[src/rtl/hd44780_lcd_ctrl.sv]
// rtl/hd44780_lcd_ctrl.sv - HD44780 16x2 character LCD write controller
// Purpose: after reset, runs the HD44780 power-on init table on its own. It then
//   writes one host command/data byte per valid/ready handshake over the 8-bit bus.
//   Each write has three phases (setup, E-high, hold), followed by a post-write delay.
// Option: define HD44780_BUSY_POLL_EN to replace the fixed post-write delay of host
//   bytes with busy-flag read cycles. These repeat until DB7=0 or a 2 ms timeout.
// Ports:
//   clk, rst                 single clock, synchronous active-high reset
//   host_valid/rs/data       upstream byte; host_rs 0=command, 1=data
//   host_ready               idle and accepting (only after init_done)
//   lcd_rs/rw/e              LCD control pins
//   lcd_data_o/i, lcd_data_oe  DB7..DB0 drive value, sampled value, drive enable
//   init_done                init sequence finished, sticky until rst
module hd44780_lcd_ctrl #(
  parameter int CLOCK_HZ   = 50_000_000,
  parameter int POWERUP_US = 50_000,
  parameter int EPHASE_NS  = 1_000
) (
  input  logic       clk,
  input  logic       rst,
  input  logic       host_valid,
  input  logic       host_rs,
  input  logic [7:0] host_data,
  output logic       host_ready,
  output logic       lcd_rs,
  output logic       lcd_rw,
  output logic       lcd_e,
  output logic [7:0] lcd_data_o,
  input  logic [7:0] lcd_data_i,
  output logic       lcd_data_oe,
  output logic       init_done
);

  // ceil(ns * CLOCK_HZ / 1e9), never below one cycle
  function automatic longint ns_to_cyc(input longint ns);
    longint c;
    c = (ns * longint'(CLOCK_HZ) + longint'(999_999_999)) / longint'(1_000_000_000);
    return (c < 1) ? longint'(1) : c;
  endfunction

  function automatic longint max2(input longint a, input longint b);
    return (a > b) ? a : b;
  endfunction

  localparam longint C_PWR  = ns_to_cyc(longint'(POWERUP_US) * 1000);
  localparam longint C_E    = ns_to_cyc(longint'(EPHASE_NS));
  localparam longint C_4M1  = ns_to_cyc(4_100_000);
  localparam longint C_2M   = ns_to_cyc(2_000_000);
  localparam longint C_100U = ns_to_cyc(100_000);
  localparam longint C_50U  = ns_to_cyc(50_000);
  localparam longint C_MAX  = max2(max2(C_PWR, C_E), max2(C_4M1, C_2M));
  localparam int     CW     = $clog2(C_MAX) + 1;

  // Counters load (cycles - 1) and leave their state when they reach zero
  localparam logic [CW-1:0] L_PWR  = CW'(C_PWR - 1);
  localparam logic [CW-1:0] L_E    = CW'(C_E - 1);
  localparam logic [CW-1:0] L_4M1  = CW'(C_4M1 - 1);
  localparam logic [CW-1:0] L_2M   = CW'(C_2M - 1);
  localparam logic [CW-1:0] L_100U = CW'(C_100U - 1);
  localparam logic [CW-1:0] L_50U  = CW'(C_50U - 1);

  typedef enum logic [3:0] {
    ST_POWERUP, ST_INIT_LOAD, ST_SETUP, ST_E_HIGH, ST_HOLD, ST_WAIT, ST_IDLE,
    ST_BF_SETUP, ST_BF_E_HIGH, ST_BF_HOLD
  } state_t;

  function automatic logic [7:0] init_byte(input logic [2:0] i);
    case (i)
      3'd0, 3'd1, 3'd2: return 8'h30;
      3'd3:             return 8'h38;
      3'd4:             return 8'h08;
      3'd5:             return 8'h01;
      3'd6:             return 8'h06;
      default:          return 8'h0C;
    endcase
  endfunction

  function automatic logic [CW-1:0] init_wait(input logic [2:0] i);
    case (i)
      3'd0:       return L_4M1;
      3'd1, 3'd2: return L_100U;
      3'd5:       return L_2M;
      default:    return L_50U;
    endcase
  endfunction

  state_t        state;
  logic [CW-1:0] cnt;
  logic [CW-1:0] wait_ld;
  logic [2:0]    idx;

`ifdef HD44780_BUSY_POLL_EN
  logic          rw_q;
  logic          oe_q;
  logic          busy;
  logic [CW-1:0] tmo;
  logic          unused_lcd_data_lo;
  assign lcd_rw             = rw_q;
  assign lcd_data_oe        = oe_q;
  assign unused_lcd_data_lo = ^lcd_data_i[6:0];
`else
  logic          unused_lcd_data_i;
  assign lcd_rw            = 1'b0;
  assign lcd_data_oe       = 1'b1;
  assign unused_lcd_data_i = ^lcd_data_i;
`endif

  always_ff @(posedge clk) begin
    if (rst) begin
      state      <= ST_POWERUP;
      cnt        <= L_PWR;
      wait_ld    <= L_50U;
      idx        <= 3'd0;
      host_ready <= 1'b0;
      init_done  <= 1'b0;
      lcd_e      <= 1'b0;
      lcd_rs     <= 1'b0;
      lcd_data_o <= 8'h00;
`ifdef HD44780_BUSY_POLL_EN
      rw_q       <= 1'b0;
      oe_q       <= 1'b1;
      busy       <= 1'b0;
      tmo        <= '0;
`endif
    end else begin
`ifdef HD44780_BUSY_POLL_EN
      // Free-running timeout; reloaded when a poll sequence starts
      if (tmo != '0) tmo <= tmo - 1'b1;
`endif
      case (state)
        ST_POWERUP: begin
          if (cnt == '0) state <= ST_INIT_LOAD;
          else           cnt   <= cnt - 1'b1;
        end
        ST_INIT_LOAD: begin
          lcd_rs     <= 1'b0;
          lcd_data_o <= init_byte(idx);
          wait_ld    <= init_wait(idx);
          cnt        <= L_E;
          state      <= ST_SETUP;
        end
        ST_SETUP: begin
          if (cnt == '0) begin
            lcd_e <= 1'b1;
            cnt   <= L_E;
            state <= ST_E_HIGH;
          end else cnt <= cnt - 1'b1;
        end
        ST_E_HIGH: begin
          if (cnt == '0) begin
            lcd_e <= 1'b0;
            cnt   <= L_E;
            state <= ST_HOLD;
          end else cnt <= cnt - 1'b1;
        end
        ST_HOLD: begin
          if (cnt == '0) begin
`ifdef HD44780_BUSY_POLL_EN
            if (init_done) begin
              lcd_rs <= 1'b0;
              rw_q   <= 1'b1;
              oe_q   <= 1'b0;
              tmo    <= L_2M;
              cnt    <= L_E;
              state  <= ST_BF_SETUP;
            end else
`endif
            begin
              cnt   <= wait_ld;
              state <= ST_WAIT;
            end
          end else cnt <= cnt - 1'b1;
        end
        ST_WAIT: begin
          if (cnt == '0) begin
            // init_done=0 means the init table is still running
            if (!init_done && idx != 3'd7) begin
              idx   <= idx + 3'd1;
              state <= ST_INIT_LOAD;
            end else begin
              init_done  <= 1'b1;
              host_ready <= 1'b1;
              state      <= ST_IDLE;
            end
          end else cnt <= cnt - 1'b1;
        end
        ST_IDLE: begin
          if (host_valid && host_ready) begin
            host_ready <= 1'b0;
            lcd_rs     <= host_rs;
            lcd_data_o <= host_data;
            // Clear display and return home need the long delay
            wait_ld    <= (!host_rs && (host_data == 8'h01 || host_data == 8'h02)) ? L_2M : L_50U;
            cnt        <= L_E;
            state      <= ST_SETUP;
          end
        end
`ifdef HD44780_BUSY_POLL_EN
        ST_BF_SETUP: begin
          if (cnt == '0) begin
            lcd_e <= 1'b1;
            cnt   <= L_E;
            state <= ST_BF_E_HIGH;
          end else cnt <= cnt - 1'b1;
        end
        ST_BF_E_HIGH: begin
          if (cnt == '0) begin
            busy  <= lcd_data_i[7];
            lcd_e <= 1'b0;
            cnt   <= L_E;
            state <= ST_BF_HOLD;
          end else cnt <= cnt - 1'b1;
        end
        ST_BF_HOLD: begin
          if (cnt == '0) begin
            if (busy && tmo != '0) begin
              cnt   <= L_E;
              state <= ST_BF_SETUP;
            end else begin
              rw_q       <= 1'b0;
              oe_q       <= 1'b1;
              host_ready <= 1'b1;
              state      <= ST_IDLE;
            end
          end else cnt <= cnt - 1'b1;
        end
`endif
        default: state <= ST_POWERUP;
      endcase
    end
  end

endmodule

[config.mk]
export PLATFORM = sky130hd
export DESIGN_NAME = hd44780_lcd_ctrl
export DESIGN_NICKNAME = d
export VERILOG_FILES = /design/src/rtl/hd44780_lcd_ctrl.sv
export SDC_FILE = /design/constraint.sdc
export NUM_CORES = 1
export LEC_CHECK = 0
export ABC_CLOCK_PERIOD_IN_PS = 2850
export BUFFER_PORTS_ARGS = -buffer_cell sky130_fd_sc_hd__buf_2
export CORE_MARGIN = 2
export CORE_UTILIZATION = 61
export CTS_BUF_LIST = sky130_fd_sc_hd__clkbuf_4 sky130_fd_sc_hd__clkbuf_8
export DETAILED_ROUTE_END_ITERATION = 12
export GPL_ROUTABILITY_DRIVEN = 1
export PLACE_DENSITY = 0.85
export SYNTH_ARGS = -nofsm -noshare
export SYNTH_HDL_FRONTEND = slang
export SYNTH_SLANG_ARGS = --single-unit
export TNS_END_PERCENT = 20
[constraint.sdc]
create_clock -name clk -period 2.85 [get_ports clk]
set_input_delay 0.4275 -clock clk [delete_from_list [all_inputs] [get_ports clk]]
set_output_delay 0.4275 -clock clk [all_outputs]
set_load 0.01 [all_outputs]
==> impl_metrics.yaml, run 1 <==
clocking:
  cts_tree: "yes"
  cts_root_buffer: "clkbuf_8"
  post_cts_buffers: 0
  numCtsBuffers: 5
  ctsHoldBuffers: 0
  ctsResizeCount: 0
  numClockSinks: 50
  htreeDepth: 2
  clock_latency_ps: 310
  clk_pin_slew_worst_paths_ps: 90
  cts_buffer_depth: 2
logic_synthesis:
  syn_nets: 393
  ys_types: 71
  synth.area.mux_share: 0.00996
  synth_seq_area_share: 0.332
  synth-xor-area-share: 0.0203
  synth_ff_type: "dfxtp_1"
  avgSynthCellArea_sq_um: 8.24
  synth-seq-cells: 50
  synthAdderAreaFrac: 0.0290
  yosysWarnings: 0
  synthArstFlopShare: 0
  synth_top_family_by_area: "compound AO/OA/AOI/OAI gates"
  netlist_area_sq_mm: 0.00302
  synth_edf_count: 0
  synth_compound_area_frac: 0.277
  synthCells: 366
  synth_simple_gate_area_frac: 0.268
timing:
  grt_setup_unrepaired: "no"
  hold_viol_final: 0
  final_max_slew_viol_count: 0
  setup_viol: 0
  whs_ps: 340
  worst_slack_ps: 372
  post-route-min-period_ps: 2480
  skew_ps: 5.25
  slew_headroom: 0.475
  fin_crit_sh: 0.869
  worst_slew_pin_slew_ps: 779
  final.setup.tns_ps: 0
  max_freq_ghz: 0.404
route:
  first_pass_iters: 5
  via_per_inst: 6.68
  drtAntennaViolNets: 0
  vias: 3087
  drc: 0
  wirelength_microns: 7850
  wl_per_cell_microns: 17.0
  drtIter0Drc: 326
critical_path:
  reg2reg_slack_ps: 370
  critPathArrivalTime_ps: 2660
  r2r_cells: 6
  reg2reg_to: "cnt[18]"
  endpoint_kind: "register"
  crit_path_end: "cnt[18]"
  critical_path_class: "register to register"
  crit_path_start_kind: "register"
  crit_start: "cnt[9]"
  r2r_start: "cnt[9]"
  cp.required_ps: 3030
  path_max_fanout: 9
finish:
  diodes: 0
  nets: 422
  fill_cells: 394
  area.sequential_sq_mm: 0.00100
  layout_commonest_cell: "dfxtp_1"
  drive_gt1_frac: 0.167
  fin_util: 0.694
  multi_input_area_sq_mm: 0.00183
  syn2layout_area_growth_pct: 9.50
  final_cell_mix: "dfxtp_1 (50), nor2_1 (30), nand2_1 (29), a21oi_1 (29), buf_2 (23)"
pwr:
  p_leak_nw: 1.13
  ir_worst_vdd_mv: 0.225
  p_total_w: 0.00120
  powerDensity_mw_per_mm2: 364
die:
  die_w_microns: 74.3
  die_area_sq_mm: 0.00552
  core_sq_mm: 0.00475
  io_pins: 34
  start_util: 0.634
  fp.dieH_microns: 74.3
  row_count: 25
placed_design:
  gp_congestion: 0.952
  hpwl_microns: 5750
  dp_slack_ps: 463
  io_buffer_count: 23
global_route:
  grt_max_degree: 33
  overflow: 0
  grt_usage: 0.301
  grt_pass1_vias: 2814
  grt_pass1_wl_microns: 12900
  antenna_found_initial: 0
flow_run:
  drv_cap: 0
status:
  status: "completed"
hold_path:
  hp-class: "primary input to register"
==> critical path: stages, from the launching register on <==
cell and delay [ps]:
dfxtp_1 400, nor4_1 630, and4_1 420, a21oi_1 140, buf_4 220, a2111oi_0 410
o21ai_0 150
==> worst min path at each step <==
stage          startpoint         end  slack [ps]  cells after the start
2_1_floorplan     cnt[22]     cnt[22]         420                      2
3_3_place_gp      cnt[22]     cnt[22]         430                      2
3_5_place_dp      cnt[22]     cnt[22]         440                      2
4_1_cts        host_valid  host_ready         340                      2
5_1_grt        host_valid  host_ready         360                      2
6_report       host_valid  host_ready         340                      2
==> per-stage QoR <==
step	instances	area, sq um
final	462	3300
after detailed placement	455	3220
after floorplan	366	3020
after CTS	462	3300
after global placement	455	3220
after global routing	462	3300
==> kinds of logic (layout without fill, tap and decap cells) <==
logic type / Yosys count / in the layout
flip-flops: 50 / 50
other: 2 / 2
AND/OR/NAND/NOR: 142 / 142
XOR/XNOR: 7 / 7
buffers and inverters: 32 / 61
multiplexers: 3 / 3
AO/OA/AOI/OAI: 123 / 123
adder cells (fa/ha/maj): 7 / 7
==> state kept, by name (all words and copies together) (netlist names) <==
signal,flops
state,3
wait_ld,9
idx,3
host_ready,1
cnt,23
lcd_rs,1
init_done,1
lcd_data_o,8
lcd_e,1
==> power by group <==
group,leakage (nW),internal (W),switching [W]
Combinational,0.689,0.0000278,0.0000397
Sequential,0.404,0.000708,0.0000149
Clock,0.0362,0.000168,0.000243
==> cell type report <==
type / instances / share of cell area
repair buffers: 42 / 0.0781
clock buffers: 5 / 0.0208
inverters: 12 / 0.0136
flip-flops and latches: 50 / 0.303
multi-input cells: 284 / 0.554
clock inverters: 2 / 0.00455
well taps: 67 / 0.0254
==> per-layer routing <==
metal	vias up	GRT usage	wire length (microns)
met4	0	0.125	167
met1	1445	0.386	3260
met2	180	0.494	3650
li1	1441	-	-
met5	-	0	0
met3	21	0.0664	768
==> Yosys cell counts, types with 5 or more instances <==
cell	number	area share
clkbuf_1	8	0.010
nor2_1	30	0.037
nand2b_1	5	0.010
nor3_1	11	0.018
a311oi_1	5	0.015
inv_1	12	0.015
or3_1	11	0.023
a211oi_1	12	0.030
dfxtp_1	50	0.33
nand2_1	29	0.036
ha_1	7	0.029
o211ai_1	5	0.012
a31oi_1	8	0.017
nand3_1	14	0.023
o21ai_0	21	0.035
a21oi_1	29	0.048
xnor2_1	6	0.017
(Power assumes the default switching activity.)
==> run 2: changes to the inputs <==
--- a/config.mk
+++ b/config.mk
@@ -12,7 +12,7 @@
 export CTS_BUF_LIST = sky130_fd_sc_hd__clkbuf_4 sky130_fd_sc_hd__clkbuf_8
 export DETAILED_ROUTE_END_ITERATION = 12
 export GPL_ROUTABILITY_DRIVEN = 1
-export PLACE_DENSITY = 0.85
+export PLACE_DENSITY_LB_ADDON = 0.2
 export SYNTH_ARGS = -nofsm -noshare
 export SYNTH_HDL_FRONTEND = slang
 export SYNTH_SLANG_ARGS = --single-unit
==> impl_metrics.yaml, run 2 (synthesis results as in run 1) <==
route:
  first_pass_iters: 5
  via_per_inst: 6.56
  wl_per_cell_microns: 17.8
  drtAntennaViolNets: 0
  drtIter0Drc: 390
  drc: 0
  vias: 3043
  wirelength_microns: 8250
timing:
  post-route-min-period_ps: 2540
  slew_headroom: 0.517
  setup_viol: 0
  grt_setup_unrepaired: "no"
  hold_viol_final: 0
  max_freq_ghz: 0.394
  worst_slew_pin_slew_ps: 718
  final_max_slew_viol_count: 0
  fin_crit_sh: 0.891
  skew_ps: 6.36
  final.setup.tns_ps: 0
critical_path:
  critical_path_class: "register to register"
  crit_slowest_cell: "o21ai_0"
  path_cells: "inv_1 -> ha_1 -> nor4b_1 -> nand4_1 -> o21ai_0 -> a21oi_1 -> a211o_1"
  critPathArrivalTime_ps: 2750
  path_max_fanout: 5
  slowest_delay_ps: 550
  cp.required_ps: 3060
  endpoint_kind: "register"
  crit_path_start_kind: "register"
clocking:
  htreeDepth: 2
  post_cts_buffers: 0
  numClockSinks: 50
  numCtsBuffers: 5
  ctsHoldBuffers: 0
  cts_root_buffer: "clkbuf_8"
  ctsResizeCount: 0
  clk_pin_slew_worst_paths_ps: 100
  clock_latency_ps: 310
  cts_tree: "yes"
  cts_buffer_depth: 2
finish:
  final_cell_mix: "dfxtp_1 (50), nor2_1 (30), nand2_1 (29), a21oi_1 (29), buf_2 (23)"
  area.sequential_sq_mm: 0.00100
  diodes: 0
  top_register: "cnt"
  multi_input_area_sq_mm: 0.00183
  layout_commonest_cell: "dfxtp_1"
  drive_gt1_frac: 0.171
  nets: 423
  syn2layout_area_growth_pct: 10.7
  fill_cells: 417
  largest_register_ffs: 23
  reg_top3: "cnt: 23 flops, wait_ld: 9 flops, lcd_data_o: 8 flops"
pwr:
  p_seq_frac: 0.555
  p_int_w: 0.000999
  pwr-share-clk: 0.396
  power.share.switching: 0.232
  p_total_w: 0.00130
  p_leak_nw: 1.16
  powerDensity_mw_per_mm2: 390
  p_switching_w: 0.000303
  ir_worst_vdd_mv: 0.211
  pwr-share-comb: 0.049
die:
  io_pins: 34
  fp.dieH_microns: 74.3
  core_sq_mm: 0.00475
  row_count: 25
  die_w_microns: 74.3
  start_util: 0.634
  die_area_sq_mm: 0.00552
global_route:
  antenna_found_initial: 0
  overflow: 0
  gr-max-usage-layer: "met2"
  met2_usage: 0.517
  grt_usage: 0.316
  grt_util_met3: 0.0596
  grt_pass1_wl_microns: 13400
  grt_pass1_vias: 2783
  use_met1: 0.422
  grt_max_degree: 29
status:
  status: "completed"
hold_path:
  hp-class: "primary input to register"
flow_run:
  drv_cap: 0
placed_design:
  io_buffer_count: 23
  hpwl_microns: 6000
  gp_congestion: 0.971
## run 2: cell count changes in the layout (fill, tap and decap cells not counted), sizes merged
cell      before  now
clkinvlp       2    0
bufinv         0    1
buf           42   43
clkinv         0    1
inv           12   13
## run 2: through the flow
stage / area (sq um) / setup WS, ps / hold WS (ps) / utilization / cells
2_1_floorplan: 3020 / 666 / 419 / - / 366
3_3_place_gp: 3230 / 427 / 431 / 0.678 / 456
3_5_place_dp: 3230 / 376 / 440 / 0.678 / 456
4_1_cts: 3340 / 338 / 341 / 0.702 / 464
5_1_grt: 3340 / 44.5 / 352 / 0.702 / 464
6_report: 3340 / 310 / 344 / 0.702 / 464
## run 2: final cells by class
cell class	instances	share of cell area
inverters	12	0.0135
flip-flops and latches	50	0.300
clock buffers	5	0.0206
clock inverters	3	0.0131
multi-input cells	284	0.548
repair buffers	43	0.0795
well taps	67	0.0251
## run 2: layer usage
layer	wire length (microns)	part of all wire	vias up
met5	0	0	-
met4	172	0.021	0
met3	628	0.076	21
met2	4020	0.49	145
met1	3440	0.42	1437
li1	-	-	1440
## run 2: power groups by stage
stage / logic, W / registers, W / clock network [W]
4_1_cts: 0.0000629 / 0.000722 / 0.000520
3_5_place_dp: 0.0000623 / 0.000738 / 0
6_report: 0.0000636 / 0.000722 / 0.000516
2_1_floorplan: 0.0000477 / 0.000734 / 0
5_1_grt: 0.0000703 / 0.000723 / 0.000539
3_3_place_gp: 0.0000611 / 0.000738 / 0
## run 2: critical path: cells and delay by family, from the launching register on
| kind | cells | cell delay (ps) |
|---|---|---|
| flip-flops | 1 | 360 |
| AND/OR/NAND/NOR | 2 | 880 |
| AO/OA/AOI/OAI | 3 | 930 |
| adder cells (fa/ha/maj) | 1 | 190 |
| buffers and inverters | 1 | 70 |
## run 2: final timing paths
| kind | slack, ps | to | startpoint | depth (start not counted) |
|---|---|---|---|---|
| worst min-delay path | 340 | host_ready | host_valid | 2 |
| worst max-delay path | 310 | cnt[17] | cnt[0] | 7 |
| worst min register to register | 450 | lcd_data_o[6] | lcd_data_o[6] | 2 |
| worst max register to register | 310 | cnt[17] | cnt[0] | 7 |
==> run 3: changes to the inputs <==
--- a/config.mk
+++ b/config.mk
@@ -7,7 +7,6 @@
 export LEC_CHECK = 0
 export ABC_CLOCK_PERIOD_IN_PS = 2850
 export BUFFER_PORTS_ARGS = -buffer_cell sky130_fd_sc_hd__buf_2
-export CORE_MARGIN = 2
 export CORE_UTILIZATION = 61
 export CTS_BUF_LIST = sky130_fd_sc_hd__clkbuf_4 sky130_fd_sc_hd__clkbuf_8
 export DETAILED_ROUTE_END_ITERATION = 12
==> impl_metrics.yaml, run 3 (synthesis results as in run 1) <==
clocking:
  clk_pin_slew_worst_paths_ps: 110
  clock_latency_ps: 320
  cts_buffer_depth: 2
  numClockSinks: 50
  post_cts_buffers: 0
  ctsHoldBuffers: 0
  cts_tree: "yes"
  ctsResizeCount: 0
  cts_root_buffer: "clkbuf_8"
  numCtsBuffers: 5
  htreeDepth: 2
critical_path:
  endpoint_kind: "register"
  cp.required_ps: 3060
  path_max_fanout: 10
  slowest_delay_ps: 580
  r2r_start: "cnt[0]"
  crit_buf_inv: 2
  reg2reg_slack_ps: 270
  critPathArrivalTime_ps: 2790
  critical_path_class: "register to register"
  crit_slowest_cell: "nor4b_4"
  crit_family: "simple AND/OR/NAND/NOR gates"
  r2r_cells: 8
  crit_path_start_kind: "register"
  reg2reg_to: "cnt[14]"
  path_cells: "inv_1 -> ha_1 -> nor2b_1 -> nand4_4 -> nor4b_4 -> buf_4 -> o311ai_0 -> o41ai_1"
pwr:
  powerDensity_mw_per_mm2: 393
  p_int_w: 0.00100
  pwr-share-clk: 0.402
  p_leak_nw: 1.14
  p_switching_w: 0.000306
  power.share.switching: 0.234
  ir_worst_vdd_mv: 0.232
  pwr-share-comb: 0.048
  p_seq_frac: 0.551
finish:
  diodes: 0
  top_register: "cnt"
  layout_commonest_cell: "dfxtp_1"
  multi_input_area_sq_mm: 0.00183
  fin_util: 0.701
  largest_register_ffs: 23
  reg_top3: "cnt: 23 flops, wait_ld: 9 flops, lcd_data_o: 8 flops"
  area.sequential_sq_mm: 0.00100
  final_cell_mix: "dfxtp_1 (50), nor2_1 (30), nand2_1 (29), a21oi_1 (29), buf_2 (23)"
  syn2layout_area_growth_pct: 10.5
  fill_cells: 395
  drive_gt1_frac: 0.165
  nets: 420
timing:
  final.setup.tns_ps: 0
  fin_crit_sh: 0.906
  setup_viol: 0
  slew_headroom: 0.592
  post-route-min-period_ps: 2580
  skew_ps: 14.0
  final_max_slew_viol_count: 0
  grt_setup_unrepaired: "no"
  whs_ps: 338
  worst_slew_pin_slew_ps: 603
  worst_slack_ps: 268
  max_freq_ghz: 0.387
  hold_viol_final: 0
placed_design:
  hpwl_microns: 5610
  io_buffer_count: 23
  dp_slack_ps: 374
  gp_congestion: 0.909
die:
  io_pins: 34
  start_util: 0.634
  die_w_microns: 72.3
  fp.dieH_microns: 72.3
  row_count: 25
  core_sq_mm: 0.00475
  die_area_sq_mm: 0.00523
global_route:
  grt_usage: 0.315
  overflow: 0
  antenna_found_initial: 0
  grt_pass1_wl_microns: 13000
  grt_pass1_vias: 2688
  grt_max_degree: 37
route:
  wl_per_cell_microns: 16.5
  via_per_inst: 6.32
  vias: 2915
  drtIter0Drc: 279
  drc: 0
  first_pass_iters: 5
  wirelength_microns: 7620
  drtAntennaViolNets: 0
flow_run:
  drv_cap: 0
hold_path:
  hold_depth: 2
  worstHoldEndpoint: "host_ready"
  hp-start: "host_valid"
  hp-class: "primary input to register"
status:
  status: "completed"
## run 3: final cells by class
class                   instances  share of cell area
clock buffers                   5              0.0206
repair buffers                 40              0.0766
inverters                      12              0.0135
well taps                      67              0.0252
multi-input cells             284               0.549
clock inverters                 3              0.0146
flip-flops and latches         50               0.300
## run 3: worst max path at each step
stage,startpoint,end,slack (ps),cells past startpoint
after floorplan,cnt[0],cnt[13],670,8
after global placement,cnt[0],lcd_e,450,8
after detailed placement,cnt[0],cnt[14],370,8
after CTS,cnt[0],lcd_e,350,8
after global routing,cnt[0],cnt[14],100,8
final,cnt[0],cnt[14],270,8
## run 3: metal layers
layer | track usage | part of all wire | vias up
met4 | 0.107 | 0.015 | 0
met1 | 0.440 | 0.47 | 1385
li1 | - | - | 1435
met2 | 0.490 | 0.46 | 82
met5 | 0 | 0 | -
met3 | 0.0569 | 0.049 | 13
## run 3: power by group through the flow
stage / clock [W] / sequential, W / combinational (W)
6_report: 0.000526 / 0.000721 / 0.0000627
3_3_place_gp: 0 / 0.000736 / 0.0000607
2_1_floorplan: 0 / 0.000734 / 0.0000477
3_5_place_dp: 0 / 0.000736 / 0.0000615
5_1_grt: 0.000567 / 0.000723 / 0.0000693
4_1_cts: 0.000534 / 0.000720 / 0.0000618
## run 3: through the flow
step	instance area [sq um]	std cells	power [W]
global placement	3220	453	0.000797
floorplan	3020	366	0.000781
global route	3330	461	0.00136
detailed placement	3220	453	0.000798
CTS	3330	461	0.00132
finish	3330	461	0.00131
